### config.mk
export PLATFORM = sky130hd
export DESIGN_NAME = kernel_gather
export DESIGN_NICKNAME = d
export VERILOG_FILES = /design/src/rtl/kernel_gather.sv
export SDC_FILE = /design/constraint.sdc
export NUM_CORES = 1
export LEC_CHECK = 0
export CAP_MARGIN = 30
export CELL_PAD_IN_SITES_DETAIL_PLACEMENT = 0
export CELL_PAD_IN_SITES_GLOBAL_PLACEMENT = 1
export CORE_ASPECT_RATIO = 1.4
export CORE_UTILIZATION = 25
export DETAILED_ROUTE_END_ITERATION = 8
export PLACE_DENSITY_LB_ADDON = 0.05
export SLEW_MARGIN = 20
export SYNTH_ARGS = -nofsm -noshare
export SYNTH_HDL_FRONTEND = slang
export SYNTH_SLANG_ARGS = --single-unit
### constraint.sdc
create_clock -name clk_in -period 19.7 [get_ports clk_in]
set_input_delay 1.97 -clock clk_in [delete_from_list [all_inputs] [get_ports clk_in]]
set_output_delay 1.97 -clock clk_in [all_outputs]
set_load 0.01 [all_outputs]
### src/rtl/kernel_gather.sv
// rtl/kernel_gather.sv - 3x3 neighbourhood gather for the Gaussian pyramid builder
//
// Walks every center pixel of one image in raster order. For each center it reads
// the edge-clamped 3x3 neighbourhood from a BRAM port, one pixel per cycle, and
// presents it as three packed rows through a valid/ready handshake.
//
// Ports:
//   clk_in, rst_in              clock, synchronous active-high reset
//   start_in, width_in,         start a pass; dimensions latched when accepted
//   height_in
//   read_addr_out, read_en_out  BRAM read request
//   read_data_in                BRAM data, BRAM_LATENCY cycles after the request
//   r0/r1/r2_data_out           kernel rows above / at / below the center, left pixel in LSBs
//   center_x_out, center_y_out  center coordinates of the presented kernel
//   data_valid_out, ready_in    kernel handshake
//   busy_out, done_out          pass in progress / one-cycle end-of-pass pulse
module kernel_gather #(
    parameter int BIT_DEPTH    = 8,
    parameter int MAX_WIDTH    = 128,
    parameter int MAX_HEIGHT   = 128,
    parameter int BRAM_LATENCY = 2,
    parameter int DIM_W        = $clog2(MAX_WIDTH) + 1,
    parameter int ADDR_W       = $clog2(MAX_WIDTH * MAX_HEIGHT)
) (
    input  logic                   clk_in,
    input  logic                   rst_in,
    input  logic                   start_in,
    input  logic [DIM_W-1:0]       width_in,
    input  logic [DIM_W-1:0]       height_in,
    output logic [ADDR_W-1:0]      read_addr_out,
    output logic                   read_en_out,
    input  logic [BIT_DEPTH-1:0]   read_data_in,
    output logic [3*BIT_DEPTH-1:0] r0_data_out,
    output logic [3*BIT_DEPTH-1:0] r1_data_out,
    output logic [3*BIT_DEPTH-1:0] r2_data_out,
    output logic [DIM_W-2:0]       center_x_out,
    output logic [DIM_W-2:0]       center_y_out,
    output logic                   data_valid_out,
    input  logic                   ready_in,
    output logic                   busy_out,
    output logic                   done_out
);

    localparam int PW = ADDR_W + DIM_W;
    localparam logic signed [DIM_W:0] S_ONE  = 1;
    localparam logic signed [DIM_W:0] S_ZERO = 0;
    localparam logic [DIM_W-1:0]      D_ONE  = 1;

    typedef enum logic [2:0] {
        S_IDLE,
        S_FETCH,
        S_WAIT,
        S_PRESENT,
        S_DONE
    } state_t;

    state_t state, state_nxt;

    logic [DIM_W-1:0]      w_q, h_q;
    logic [DIM_W-2:0]      cx, cy;
    logic [1:0]            kx, ky;
    logic [3:0]            k_issue;
    logic [BRAM_LATENCY-1:0] pv;
    logic [3:0]            pk [BRAM_LATENCY];
    logic [BIT_DEPTH-1:0]  slot [9];

    logic dims_ok, last_issue, capture_last, last_x, last_y;
    logic signed [DIM_W:0] tx, ty, wm1, hm1, sx, sy;

    assign dims_ok = (width_in != '0) && (width_in <= DIM_W'(MAX_WIDTH)) &&
                     (height_in != '0) && (height_in <= DIM_W'(MAX_HEIGHT));
    assign k_issue      = {1'b0, ky, 1'b0} + {2'b00, ky} + {2'b00, kx};
    assign last_issue   = (kx == 2'd2) && (ky == 2'd2);
    // Slot 8 is the last read of a kernel; its arrival closes the WAIT phase.
    assign capture_last = pv[BRAM_LATENCY-1] && (pk[BRAM_LATENCY-1] == 4'd8);
    assign last_x       = ({1'b0, cx} == w_q - D_ONE);
    assign last_y       = ({1'b0, cy} == h_q - D_ONE);

    // Edge clamp in signed arithmetic one bit wider than the dimensions, so the
    // neighbour left of / above coordinate 0 is -1 rather than a wrapped value.
    always_comb begin
        tx  = $signed({2'b00, cx}) + $signed({{(DIM_W-1){1'b0}}, kx}) - S_ONE;
        ty  = $signed({2'b00, cy}) + $signed({{(DIM_W-1){1'b0}}, ky}) - S_ONE;
        wm1 = $signed({1'b0, w_q}) - S_ONE;
        hm1 = $signed({1'b0, h_q}) - S_ONE;
        sx  = tx;
        if (tx < S_ZERO)   sx = S_ZERO;
        else if (tx > wm1) sx = wm1;
        sy  = ty;
        if (ty < S_ZERO)   sy = S_ZERO;
        else if (ty > hm1) sy = hm1;
    end

    assign read_en_out    = (state == S_FETCH);
    assign read_addr_out  = (state == S_FETCH) ?
                            ADDR_W'(PW'(sy) * PW'(w_q) + PW'(sx)) : '0;
    assign data_valid_out = (state == S_PRESENT);
    assign busy_out       = (state != S_IDLE);
    assign done_out       = (state == S_DONE);
    assign center_x_out   = cx;
    assign center_y_out   = cy;
    assign r0_data_out    = {slot[2], slot[1], slot[0]};
    assign r1_data_out    = {slot[5], slot[4], slot[3]};
    assign r2_data_out    = {slot[8], slot[7], slot[6]};

    always_comb begin
        state_nxt = state;
        case (state)
            S_IDLE:    if (start_in && dims_ok) state_nxt = S_FETCH;
            S_FETCH:   if (last_issue) state_nxt = S_WAIT;
            S_WAIT:    if (capture_last) state_nxt = S_PRESENT;
            S_PRESENT: if (ready_in) state_nxt = (last_x && last_y) ? S_DONE : S_FETCH;
            S_DONE:    state_nxt = S_IDLE;
            default:   state_nxt = S_IDLE;
        endcase
    end

    always_ff @(posedge clk_in) begin
        if (rst_in) begin
            state <= S_IDLE;
            w_q   <= '0;
            h_q   <= '0;
            cx    <= '0;
            cy    <= '0;
            kx    <= '0;
            ky    <= '0;
            pv    <= '0;
            for (int i = 0; i < BRAM_LATENCY; i++) pk[i] <= '0;
            for (int i = 0; i < 9; i++) slot[i] <= '0;
        end else begin
            state <= state_nxt;

            // Read tag pipeline: each issued k travels alongside its BRAM read.
            pv[0] <= read_en_out;
            pk[0] <= k_issue;
            for (int i = 1; i < BRAM_LATENCY; i++) begin
                pv[i] <= pv[i-1];
                pk[i] <= pk[i-1];
            end
            if (pv[BRAM_LATENCY-1]) slot[pk[BRAM_LATENCY-1]] <= read_data_in;

            case (state)
                S_IDLE: begin
                    if (start_in && dims_ok) begin
                        w_q <= width_in;
                        h_q <= height_in;
                        cx  <= '0;
                        cy  <= '0;
                        kx  <= '0;
                        ky  <= '0;
                    end
                end
                S_FETCH: begin
                    if (kx == 2'd2) begin
                        kx <= '0;
                        ky <= (ky == 2'd2) ? 2'd0 : ky + 2'd1;
                    end else begin
                        kx <= kx + 2'd1;
                    end
                end
                S_PRESENT: begin
                    if (ready_in) begin
                        if (!last_x) begin
                            cx <= cx + 1'b1;
                        end else if (!last_y) begin
                            cx <= '0;
                            cy <= cy + 1'b1;
                        end
                    end
                end
                default: ;
            endcase
        end
    end

endmodule
==> results of run 1 <==
[metal layers]
layer	wire length, µm	part of all wire (%)	vias to the layer above
met2	15200	56	138
li1	-	-	3449
met3	702	2.6	27
met5	0	0	-
met1	10900	40	3249
met4	473	1.7	0
[logic make-up after synthesis]
group / synth area share, %
AOI/OAI and AO/OA: 7.35
xor gates and xnor gates: 6.90
adders and majority gates: 23.6
buffers and inverters: 5.84
DFF: 33.0
muxes: 2.38
and+or+nand+nor: 21.0
[stage by stage]
| stage | total power, mW | hold WS, ps | setup WS (ps) | cells | util [%] |
|---|---|---|---|---|---|
| 5_1_grt | 0.741 | 449 | 7360 | 1564 | 32.2 |
| 2_1_floorplan | 0.360 | 414 | 9600 | 942 | - |
| 3_3_place_gp | 0.411 | 419 | 8460 | 1531 | 30.7 |
| 6_report | 0.704 | 429 | 8120 | 1564 | 32.2 |
| 3_5_place_dp | 0.410 | 423 | 8480 | 1531 | 30.7 |
| 4_1_cts | 0.718 | 436 | 7940 | 1563 | 32.2 |
[cell usage after synthesis, types with 2 or more instances]
library cell and count:
sky130_fd_sc_hd__or4_1 3, sky130_fd_sc_hd__o2111ai_1 2, sky130_fd_sc_hd__nand3_1 13, sky130_fd_sc_hd__o31ai_1 2, sky130_fd_sc_hd__mux2i_1 19, sky130_fd_sc_hd__a21oi_1 23
sky130_fd_sc_hd__and2_1 116, sky130_fd_sc_hd__a31oi_1 4, sky130_fd_sc_hd__xnor2_1 37, sky130_fd_sc_hd__or2_1 3, sky130_fd_sc_hd__or2_2 11, sky130_fd_sc_hd__or4_4 3
sky130_fd_sc_hd__o21ai_0 7, sky130_fd_sc_hd__a211oi_1 13, sky130_fd_sc_hd__a21boi_0 2, sky130_fd_sc_hd__or3b_2 2, sky130_fd_sc_hd__nand4_1 6, sky130_fd_sc_hd__and3_1 6
sky130_fd_sc_hd__o21bai_1 2, sky130_fd_sc_hd__o21a_1 5, sky130_fd_sc_hd__nor3_1 25, sky130_fd_sc_hd__dfxtp_1 47, sky130_fd_sc_hd__nand2_1 47, sky130_fd_sc_hd__edfxtp_1 72
sky130_fd_sc_hd__nor3b_1 5, sky130_fd_sc_hd__nor4_1 11, sky130_fd_sc_hd__clkbuf_1 19, sky130_fd_sc_hd__a211o_1 4, sky130_fd_sc_hd__ha_1 83, sky130_fd_sc_hd__or3_1 4
sky130_fd_sc_hd__xnor3_1 9, sky130_fd_sc_hd__o22ai_1 2, sky130_fd_sc_hd__nand3b_1 2, sky130_fd_sc_hd__fa_1 59, sky130_fd_sc_hd__nand2b_1 6, sky130_fd_sc_hd__xor2_1 14
sky130_fd_sc_hd__nor2_1 82, sky130_fd_sc_hd__buf_2 4, sky130_fd_sc_hd__a21o_1 7, sky130_fd_sc_hd__nor2b_1 17, sky130_fd_sc_hd__nor4b_1 3, sky130_fd_sc_hd__inv_1 115
[critical path: cells and delay by family, from the launching register on]
| family | cells | cell delay [ps] |
|---|---|---|
| xor+xnor | 1 | 150 |
| fa+ha+maj | 10 | 4070 |
| buf+inv | 11 | 1550 |
| compound gates | 7 | 2440 |
| simple gates | 6 | 580 |
| flops | 1 | 400 |
[worst paths after layout]
check / slack (ps) / endpoint / startpoint / cells past startpoint
worst max-delay path: 8120 / read_addr_out[12] / center_y_out[1]$_SDFFE_PP0P_ / 35
worst min-delay path: 430 / pk[0][7]$_SDFF_PP0_ / pk[0][3]$_SDFF_PP0_ / 1
worst max register to register: 16360 / center_y_out[4]$_SDFFE_PP0P_ / w_q[1]$_SDFFE_PP0P_ / 10
worst min register to register: 430 / pk[0][7]$_SDFF_PP0_ / pk[0][3]$_SDFF_PP0_ / 1
[sequential cells by signal, indices dropped and copies added (netlist names), 3 cells and up]
register      flops
h_q               8
center_y_out      7
state             3
pk                8
center_x_out      7
slot             72
w_q               8
[cell type report]
cell class              count  area, µm²  area share [%]
clock buffers              18        429            3.61
clock inverters            14        125            1.05
inverters                 116        435            3.66
multi-input cells         681       5770            48.5
flip-flops and latches    119       3100            26.1
well taps                 467        584            4.92
repair buffers            149       1440            12.1
[power by group]
part / switching (mW) / leakage (nW) / internal, mW / total, mW
Combinational: 0.0743 / 3.76 / 0.0552 / 0.129
Sequential: 0.00439 / 1.12 / 0.270 / 0.275
Clock: 0.126 / 0.267 / 0.174 / 0.300
Total: 0.204 / 5.15 / 0.499 / 0.704
==> metrics, run 1 <==
number of enable flip-flop cells after synthesis 72; final max-slew violation count 0; count of antenna-violating nets left after detailed routing 0; unrepaired setup endpoints after global routing no; category of the worst setup path launch point register; Die Span Y 232 µm; Resize count post-CTS 0; worst relative slew slack 34.1%; Cell Area, Synth 9410 µm²; placeable core region 36900 µm²; total global-route track usage 14.9%; most frequent cell on the critical path sky130_fd_sc_hd__inv_1; fin crit period 11580 ps; number of max-cap violations 0; peak fanout along the critical path 11; Filler cells 3835; leading cell type in the layout, fill and taps excluded sky130_fd_sc_hd__clkdlybuf4s50_1; total cell area at the placement stage 11300 µm²; most used flip-flop cell after synthesis sky130_fd_sc_hd__edfxtp_1; total power divided by cell area 59.2 nW/µm²; deepest level of the CTS H-tree 4; final count of negative-setup-slack endpoints 0; top cells by area, synth sky130_fd_sc_hd__edfxtp_1 (23%), sky130_fd_sc_hd__fa_1 (13%), sky130_fd_sc_hd__ha_1 (11%); static leakage 5.15 nW; Worst setup EP type primary output; drt first pass iters 8; fraction of the yosys area taken by sequential cells 33.0%; TritonCTS buffer count 17; synthesized instance count 942; worst-case clock buffer depth 2; initial antenna violation count 0; diode insertion count for antenna repair 0; Detailed Place HPWL 21900 µm; endpoint required time on the critical path 17730 ps; net count of the mapped netlist 1112; per-cell routed wire length 17.4 µm; first-pass GRT wire length 42900 µm; DRC viols 21; source-to-sink clock delay at the later pin of the worst-skew pair 430 ps; clock slew at the register clock pins of the worst setup and hold paths 60 ps; outcome finished, violations left; Mean Syn Cell Area 9.99 µm²; final clock period utilization by the worst path 58.8%; number of placed I/O pins 132; fraction of registers with async set/reset 0%; CP peak stage delay 620 ps; IR drop worst, VDD 0.0371 mV; DR iter-0 viols 222; count of final hold-check violations 0; buffers inserted during post-CTS setup optimization 0; unique cell type count in the Yosys netlist 68; Worst Max-Slew Pin Slew 983 ps; Seq cells post-synth 119; maximum clock skew at final layout 12.5 ps; largest net degree at the start of global routing 48; horizontal die dimension 166 µm; failing checks DRC; YS warnings 0; final RePlAce weighted congestion 0.722; biggest area consumer among synthesized cells sky130_fd_sc_hd__edfxtp_1; type of the worst setup path reg -> out; data arrival time of the critical path 9610 ps; top library cells by usage in the layout, fill and taps aside sky130_fd_sc_hd__clkdlybuf4s50_1 (130), sky130_fd_sc_hd__and2_1 (116), sky130_fd_sc_hd__inv_1 (115); Global Route met1 Usage 16.1%; number of nets in the layout 1254; clock tree from TritonCTS built; number of buffers inserted by port buffering 131; global route overflow 0; master cell of the clock root buffer sky130_fd_sc_hd__clkbuf_16; Die Area 38400 µm²; clk sink count 119; area share of the largest cell type after synthesis 23.0%; hold-fix buffer count after cts 0; timing-limited maximum frequency 0.0864 GHz; most used routing layer met2; signed area change from the synthesized netlist to the final layout 26.3%; final cell area excluding filler cells 11900 µm²; count of standard-cell rows 83; GR Util met3 2.02%; drt via density 4.39; layout cells sized above 1 7.20%; type of the most critical hold path reg -> reg; Initial Util 25.5%; slowest CP cell sky130_fd_sc_hd__o32ai_2; met2 GRT Util 29.4%; final routed wirelength across all metal layers 27300 µm; Total Neg Setup Slack 0 ps; vias 6863; number of global-route vias before repair 7215
(Power assumes the default switching activity.)
==> inputs of run 2 (changes only) <==
Clock period 19.7 ns to 10.7 ns, I/O delays scaled along.
==> run 2 against run 1 <==
- the run still ends with DRC left
- largest cell class unchanged
- register-to-register slack got worse by 9000 ps
- first-iteration DRC count increased by 31%
- sequential cell count did not move
- clock power rose by 110%
- power up 98%
- combinational power grew 92%
==> metrics, run 2 (synthesis results as in run 1) <==
category of the worst setup path launch point register; first-pass GRT wire length 44300 µm; total power divided by cell area 116 nW/µm²; fin crit period 10090 ps; final clock period utilization by the worst path 94.3%; register with the most flip-flops slot; number of buffers inserted by port buffering 131; Detailed Place HPWL 22300 µm; Die Span Y 232 µm; final setup margin 611 ps; timing-limited maximum frequency 0.0991 GHz; DR iter-0 viols 291; final count of negative-setup-slack endpoints 0; drt first pass iters 6; count of standard-cell rows 83; count of placed standard cells including taps 1536; clock slew at the register clock pins of the worst setup and hold paths 60 ps; Initial Util 25.5%; top library cells by usage in the layout, fill and taps aside sky130_fd_sc_hd__clkdlybuf4s50_1 (130), sky130_fd_sc_hd__and2_1 (116), sky130_fd_sc_hd__inv_1 (115); slowest CP cell sky130_fd_sc_hd__dfxtp_1; max FFs per register 72; drt via density 4.39; DRC viols 21; initial antenna violation count 0; Worst setup EP type primary output; Setup crit start center_y_out[2]$_SDFFE_PP0P_; launch instance of the worst min-delay path pk[0][0]$_SDFF_PP0_; number of max-cap violations 0; type of the most critical hold path reg -> reg; TritonCTS buffer count 17; leading cell type in the layout, fill and taps excluded sky130_fd_sc_hd__clkdlybuf4s50_1; source-to-sink clock delay at the later pin of the worst-skew pair 440 ps; endpoint required time on the critical path 9630 ps; count of antenna-violating nets left after detailed routing 0; signed area change from the synthesized netlist to the final layout 28.0%; horizontal die dimension 166 µm; static leakage 5.23 nW; post-route insts no fill 1570; worst relative slew slack 45.6%; master cell of the clock root buffer sky130_fd_sc_hd__clkbuf_16; largest net degree at the start of global routing 48; Total Neg Setup Slack 0 ps; Filler cells 3808; clk sink count 119; final RePlAce weighted congestion 0.767; peak fanout along the critical path 14; Worst Max-Slew Pin Slew 811 ps; most frequent cell on the critical path sky130_fd_sc_hd__inv_1; worst reg2reg startpoint w_q[1]$_SDFFE_PP0P_; number of nets in the layout 1260; Die Area 38400 µm²; CP peak stage delay 560 ps; worst-case clock buffer depth 2; deepest level of the CTS H-tree 4; count of final hold-check violations 0; total global-route track usage 15.4%; smallest hold slack 432 ps; clock tree from TritonCTS built; final routed wirelength across all metal layers 27700 µm; layout cells sized above 1 8.25%; global route overflow 0; number of global-route vias before repair 7459; diode insertion count for antenna repair 0; type of the worst setup path reg -> out; power after layout 1.39 mW; vias 6898; setup slack after placement 682 ps; IR drop worst, VDD 0.0733 mV; placeable core region 36900 µm²; hold-fix buffer count after cts 0; outcome finished, violations left; per-cell routed wire length 17.7 µm; final max-slew violation count 0; failing checks DRC; data arrival time of the critical path 9020 ps; maximum clock skew at final layout 16.1 ps; number of placed I/O pins 132
==> run 2: critical path: cells and delay by family (launching register included) <==
kind	cells	cell delay (ps)
AO/OA/AOI/OAI	7	1880
AND/OR/NAND/NOR	6	1170
adder cells (fa/ha/maj)	8	3480
flip-flops	1	560
multiplexers	1	130
buffers and inverters	9	1350
==> run 2: final cells by class <==
cell class	count	area, µm²	share of cell area, %
Multi-Input combinational cell	681	5790	48.1
Sequential cell	119	3100	25.8
Timing Repair Buffer	155	1490	12.4
Tap cell	467	584	4.85
Inverter	116	435	3.61
Clock buffer	17	425	3.53
Clock inverter	15	214	1.78
==> run 2: report_power, final <==
part           switching, mW  internal (mW)  leakage, nW
clock                  0.246          0.396        0.312
sequential           0.00750          0.497         1.12
combinational          0.141          0.107         3.79
total                  0.394           1.00         5.23
==> run 2: metrics by stage <==
step | util, % | instance area [µm²]
floorplan | - | 9410
global route | 32.7 | 12000
finish | 32.7 | 12000
detailed placement | 30.8 | 11400
global placement | 30.8 | 11300
CTS | 32.5 | 12000
==> run 2: worst paths after layout <==
path                                  endpoint  slack, ps  cells past startpoint
hold / removal             pk[0][4]$_SDFF_PP0_        430                      1
setup reg to reg  center_y_out[6]$_SDFFE_PP0P_       7360                     10
hold reg to reg            pk[0][4]$_SDFF_PP0_        430                      1
setup / recovery             read_addr_out[13]        610                     31
==> run 2: timing repair <==
action	CTS	global route
resized for setup	0	9
setup buffers	0	1
endpoints found under the setup margin	0	6
==> run 2: routing by layer <==
| metal | vias to the layer above | track usage [%] | share of wire, % |
|---|---|---|---|
| li1 | 3465 | - | - |
| met2 | 137 | 30.6 | 56 |
| met5 | - | 0 | 0 |
| met3 | 23 | 2.51 | 3.2 |
| met4 | 0 | 4.67 | 1.3 |
| met1 | 3273 | 16.3 | 39 |
==> inputs of run 3 (changes only) <==
==> constraint.sdc (replaced) <==
create_clock -name clk_in -period 10.7 [get_ports clk_in]
set_input_delay 2.14 -clock clk_in [delete_from_list [all_inputs] [get_ports clk_in]]
set_output_delay 2.14 -clock clk_in [all_outputs]
set_load 0.01 [all_outputs]
==> run 3 against run 2 <==
- combinational power rose by 14%
- sequential cell count did not move
- power fell by 3.9%
- the run still ends with DRC left
- fmax fell by 1.9%
- cell count rose by 2.8%
- hold slack improved by 0.64 ps
- largest power group unchanged
- routed wire length rose by 0.68%
- final area rose by 3.5%
- count of clock-buffer cells in the layout did not move
- core utilization rose by 1.1 points
==> metrics, run 3 (synthesis results as in run 1) <==
static leakage 5.49 nW; CP peak stage delay 570 ps; clock slew at the register clock pins of the worst setup and hold paths 60 ps; peak fanout along the critical path 7; DR iter-0 viols 281; Die Span Y 232 µm; maximum clock skew at final layout 12.6 ps; initial antenna violation count 0; area taken by multi-input logic gates 5980 µm²; buffers plus inverters on the worst setup path 10; type of the most critical hold path reg -> reg; count of final hold-check violations 0; Detailed Place HPWL 22500 µm; source-to-sink clock delay at the later pin of the worst-skew pair 430 ps; final count of negative-setup-slack endpoints 0; count of standard-cell rows 83; TritonCTS buffer count 17; final RePlAce weighted congestion 0.775; global route overflow 0; top library cells by usage in the layout, fill and taps aside sky130_fd_sc_hd__clkdlybuf4s50_1 (124), sky130_fd_sc_hd__inv_1 (115), sky130_fd_sc_hd__and2_1 (115); IR drop worst, VDD 0.0813 mV; Die Area 38400 µm²; worst reg2reg startpoint w_q[1]$_SDFFE_PP0P_; endpoint of the worst hold path pk[0][7]$_SDFF_PP0_; timing-limited maximum frequency 0.0972 GHz; launch instance of the worst min-delay path pk[0][3]$_SDFF_PP0_; category of the worst setup path launch point register; Filler cells 3821; failing checks DRC; vias 7131; signed area change from the synthesized netlist to the final layout 32.5%; diode insertion count for antenna repair 0; per-cell routed wire length 17.3 µm; outcome finished, violations left; fin crit period 10290 ps; data arrival time of the critical path 8150 ps; Worst Max-Slew Pin Slew 727 ps; most frequent cell on the critical path sky130_fd_sc_hd__inv_1; total global-route track usage 15.4%; max FFs per register 72; count of antenna-violating nets left after detailed routing 0; total cell area at the placement stage 11700 µm²; horizontal die dimension 166 µm; final core utilization 33.8%; family with the most delay on the worst path adder cells; clk sink count 119; worst-case clock buffer depth 2; first-pass GRT wire length 44400 µm; worst-case register-to-register setup slack 7270 ps; Worst setup EP type primary output; type of the worst setup path reg -> out; number of nets in the layout 1304; Worst Reg-to-Reg Cells 9; total power divided by cell area 107 nW/µm²; Initial Util 25.5%; r2r endpoint center_x_out[4]$_SDFFE_PP0P_; worst hold stages 1; worst relative slew slack 51.4%; number of global-route vias before repair 7648; slowest CP cell sky130_fd_sc_hd__fa_1; Crit path depth 33; number of buffers inserted by port buffering 131; largest net degree at the start of global routing 48; drt first pass iters 6; layout cells sized above 1 13.9%; drt via density 4.42; master cell of the clock root buffer sky130_fd_sc_hd__clkbuf_16; clock tree from TritonCTS built; power after layout 1.34 mW; register with the most flip-flops slot; number of placed I/O pins 132; final cell area excluding filler cells 12500 µm²; DRC viols 21; placeable core region 36900 µm²; final max-slew violation count 0; number of max-cap violations 0; smallest hold slack 433 ps; hold-fix buffer count after cts 0; final routed wirelength across all metal layers 27900 µm; FF/Latch Area 3100 µm²; final clock period utilization by the worst path 96.1%; deepest level of the CTS H-tree 4; endpoint required time on the critical path 8560 ps; leading cell type in the layout, fill and taps excluded sky130_fd_sc_hd__clkdlybuf4s50_1
-- run 3: final cells by class --
cell class	instances	share of cell area, %
inverters	116	3.49
clock inverters	15	1.02
multi-input cells	681	47.9
clock buffers	17	3.41
flip-flops and latches	119	24.9
repair buffers	199	14.5
well taps	467	4.69
-- run 3: where the power goes --
group          leakage [nW]  switching [mW]  total [mW]  internal [mW]
combinational          4.10           0.155       0.282          0.127
clock                 0.273           0.234       0.553          0.319
sequential             1.12         0.00705       0.504          0.497
-- run 3: timing repair --
item | in CTS | in global routing
resized for setup | 23 | 35
setup buffers | 2 | 3
pin swaps | 3 | 13
setup endpoints to repair | 6 | 8
-- run 3: how the worst max path moves through the flow --
stage / start / endpoint / slack [ps]
6_report: center_y_out[1]$_SDFFE_PP0P_ / read_addr_out[13] / 410
5_1_grt: center_y_out[1]$_SDFFE_PP0P_ / read_addr_out[13] / -50
4_1_cts: center_y_out[1]$_SDFFE_PP0P_ / read_addr_out[13] / 60
3_5_place_dp: center_y_out[1]$_SDFFE_PP0P_ / read_addr_out[13] / -40
3_3_place_gp: center_y_out[1]$_SDFFE_PP0P_ / read_addr_out[12] / 20
2_1_floorplan: center_y_out[1]$_SDFFE_PP0P_ / read_addr_out[12] / 430
-- run 3: stage by stage --
stage	setup WS (ps)	std cells	TNS, ps
floorplan	428	942	0
global placement	16.2	1576	0
detailed placement	-35.2	1577	-68.2
CTS	55.4	1611	0
global route	-46.1	1614	-76.7
finish	413	1614	0
-- run 3: routing by layer --
layer	global-route usage, %	part of all wire, %
met2	30.9	57
met5	0	0
met3	2.31	2.8
met4	4.18	1.3
met1	16.6	39
==> RTL edit, RTL diff (config.mk and constraints of run 2) <==
Change the parameter `BRAM_LATENCY` from 2 to 4.
--- a/src/rtl/kernel_gather.sv
+++ b/src/rtl/kernel_gather.sv
@@ -20,3 +20,3 @@
     parameter int MAX_HEIGHT   = 128,
-    parameter int BRAM_LATENCY = 2,
+    parameter int BRAM_LATENCY = 4,
     parameter int DIM_W        = $clog2(MAX_WIDTH) + 1,
Check against the original RTL: not equivalent (Yosys sat finds a counterexample within 10 cycles, from zero or initial values and one cycle with rst_in high).
==> RTL edit against run 2 <==
Final cell count increased by 5.2%. Clock power down 12%. Wire length increased by 1.9%. Via count rose by 3.1%. Sequential cell count increased by 10. Worst setup slack improved by 0.0071 ns. Non-clock buffer count shrank 1. Count of clock-buffer cells in the layout increased by 1. Total power decreased by 1.3%. Synthesized cell count increased by 3.5%. Cell area is 2.7% higher. Synthesized area increased by 3.6%. Register-to-register slack improved by 0.06 ns. Critical path type unchanged. Largest power group unchanged.
==> RTL edit: results (changes against run 2) <==
Worst setup path:
- The startpoint of the most critical register-to-register path is h_q[0] (was w_q[1]).
- The data arrival at the endpoint of the critical path came to 9.01 ns (was 9.02 ns).
- The worst-case register-to-register setup slack is 7.42 ns (was 7.36 ns).

Synthesis:
- Main area contributors after synthesis: sky130_fd_sc_hd__edfxtp_1 (22%), sky130_fd_sc_hd__fa_1 (12%), sky130_fd_sc_hd__dfxtp_1 (12%) (was sky130_fd_sc_hd__edfxtp_1 (23%), sky130_fd_sc_hd__fa_1 (13%), sky130_fd_sc_hd__ha_1 (11%)).
- The compound-gate portion of the synthesized area is 7.084% (was 7.353%).
- The unique cell type count in the Yosys netlist is 69 (was 68).
- The synthesized net count is 1145 (was 1112).
- The parity-gate share of the synthesized area counting xor and xnor cells is 6.301% (was 6.901%).
- The share of synthesized area spent on multiplexers was 2.310% (was 2.380%).

Place:
- The placed wire-length estimate after detailed placement is 22.64 mm (was 22.30 mm).
- The worst slack at placement came to 0.2720 ns (was 0.6819 ns).

Global route:
- The met1 demand-to-capacity share in global routing is 16.07% (was 16.34%).
- The met2 usage is 29.70% (was 30.62%).
- The pin count of the biggest net entering global routing is 61 (was 48).
- The aggregate global-route resource usage is 14.99% (was 15.40%).

Layout:
- The register share of the cell area is 26.73% (was 25.76%).
- The final-layout fill cell count came to 4048 (was 3808).
- The non-clock buffer instance count of the final layout is 154 (was 155).
- The share of final-layout standard cells stronger than drive strength 1 is 8.326% (was 8.250%).
- The number of logic inverters in the finished layout is 121 (was 116).
- The final-stage net count is 1286 (was 1260).

Pwr:
- The share of total power in combinational logic is 19.3% (was 17.8%).
- The clock network power is 0.568 mW (was 0.642 mW).
- The peak supply drop was 0.00006627 V (was 0.00007330 V).

Detailed routing:
- The detailed route wirelength on metal3 is 798 microns (was 890 microns).
- The total detailed-routing wirelength came to 28.27 mm (was 27.74 mm).
- The met2 routed wirelength is 15.81 mm (was 15.65 mm).

Timing:
- The post-route fraction of the period consumed by the critical path is 94.23% (was 94.29%).

Status:
- Status: complete, no violations (was finished with violations).
[RTL edit: cell types whose count changed after synthesis, sizes merged, moves of 5 or more]
cell   change
and3      +33
and2      -25
nor2      -11
nor2b     +11
o21ai     +11
dfxtp     +10
a21oi      +8
or3        +7
inv        +5
nand2      -5
nor4       -5
or4        -5
[RTL edit: what timing repair did]
| item | CTS | global route |
|---|---|---|
| resized for setup | 2 | 17 |
| pin swaps | 0 | 0 |
| setup endpoints to repair | 1 | 4 |
[RTL edit: through the flow]
stage          cell area (sq um)  total power, mW  hold slack, ns
6_report                   12370            1.376          0.4357
5_1_grt                    12370            1.449          0.4511
4_1_cts                    12300            1.400          0.4352
3_5_place_dp               11740           0.8177          0.4212
3_3_place_gp               11730           0.8185          0.4169
2_1_floorplan               9749           0.7112          0.4138
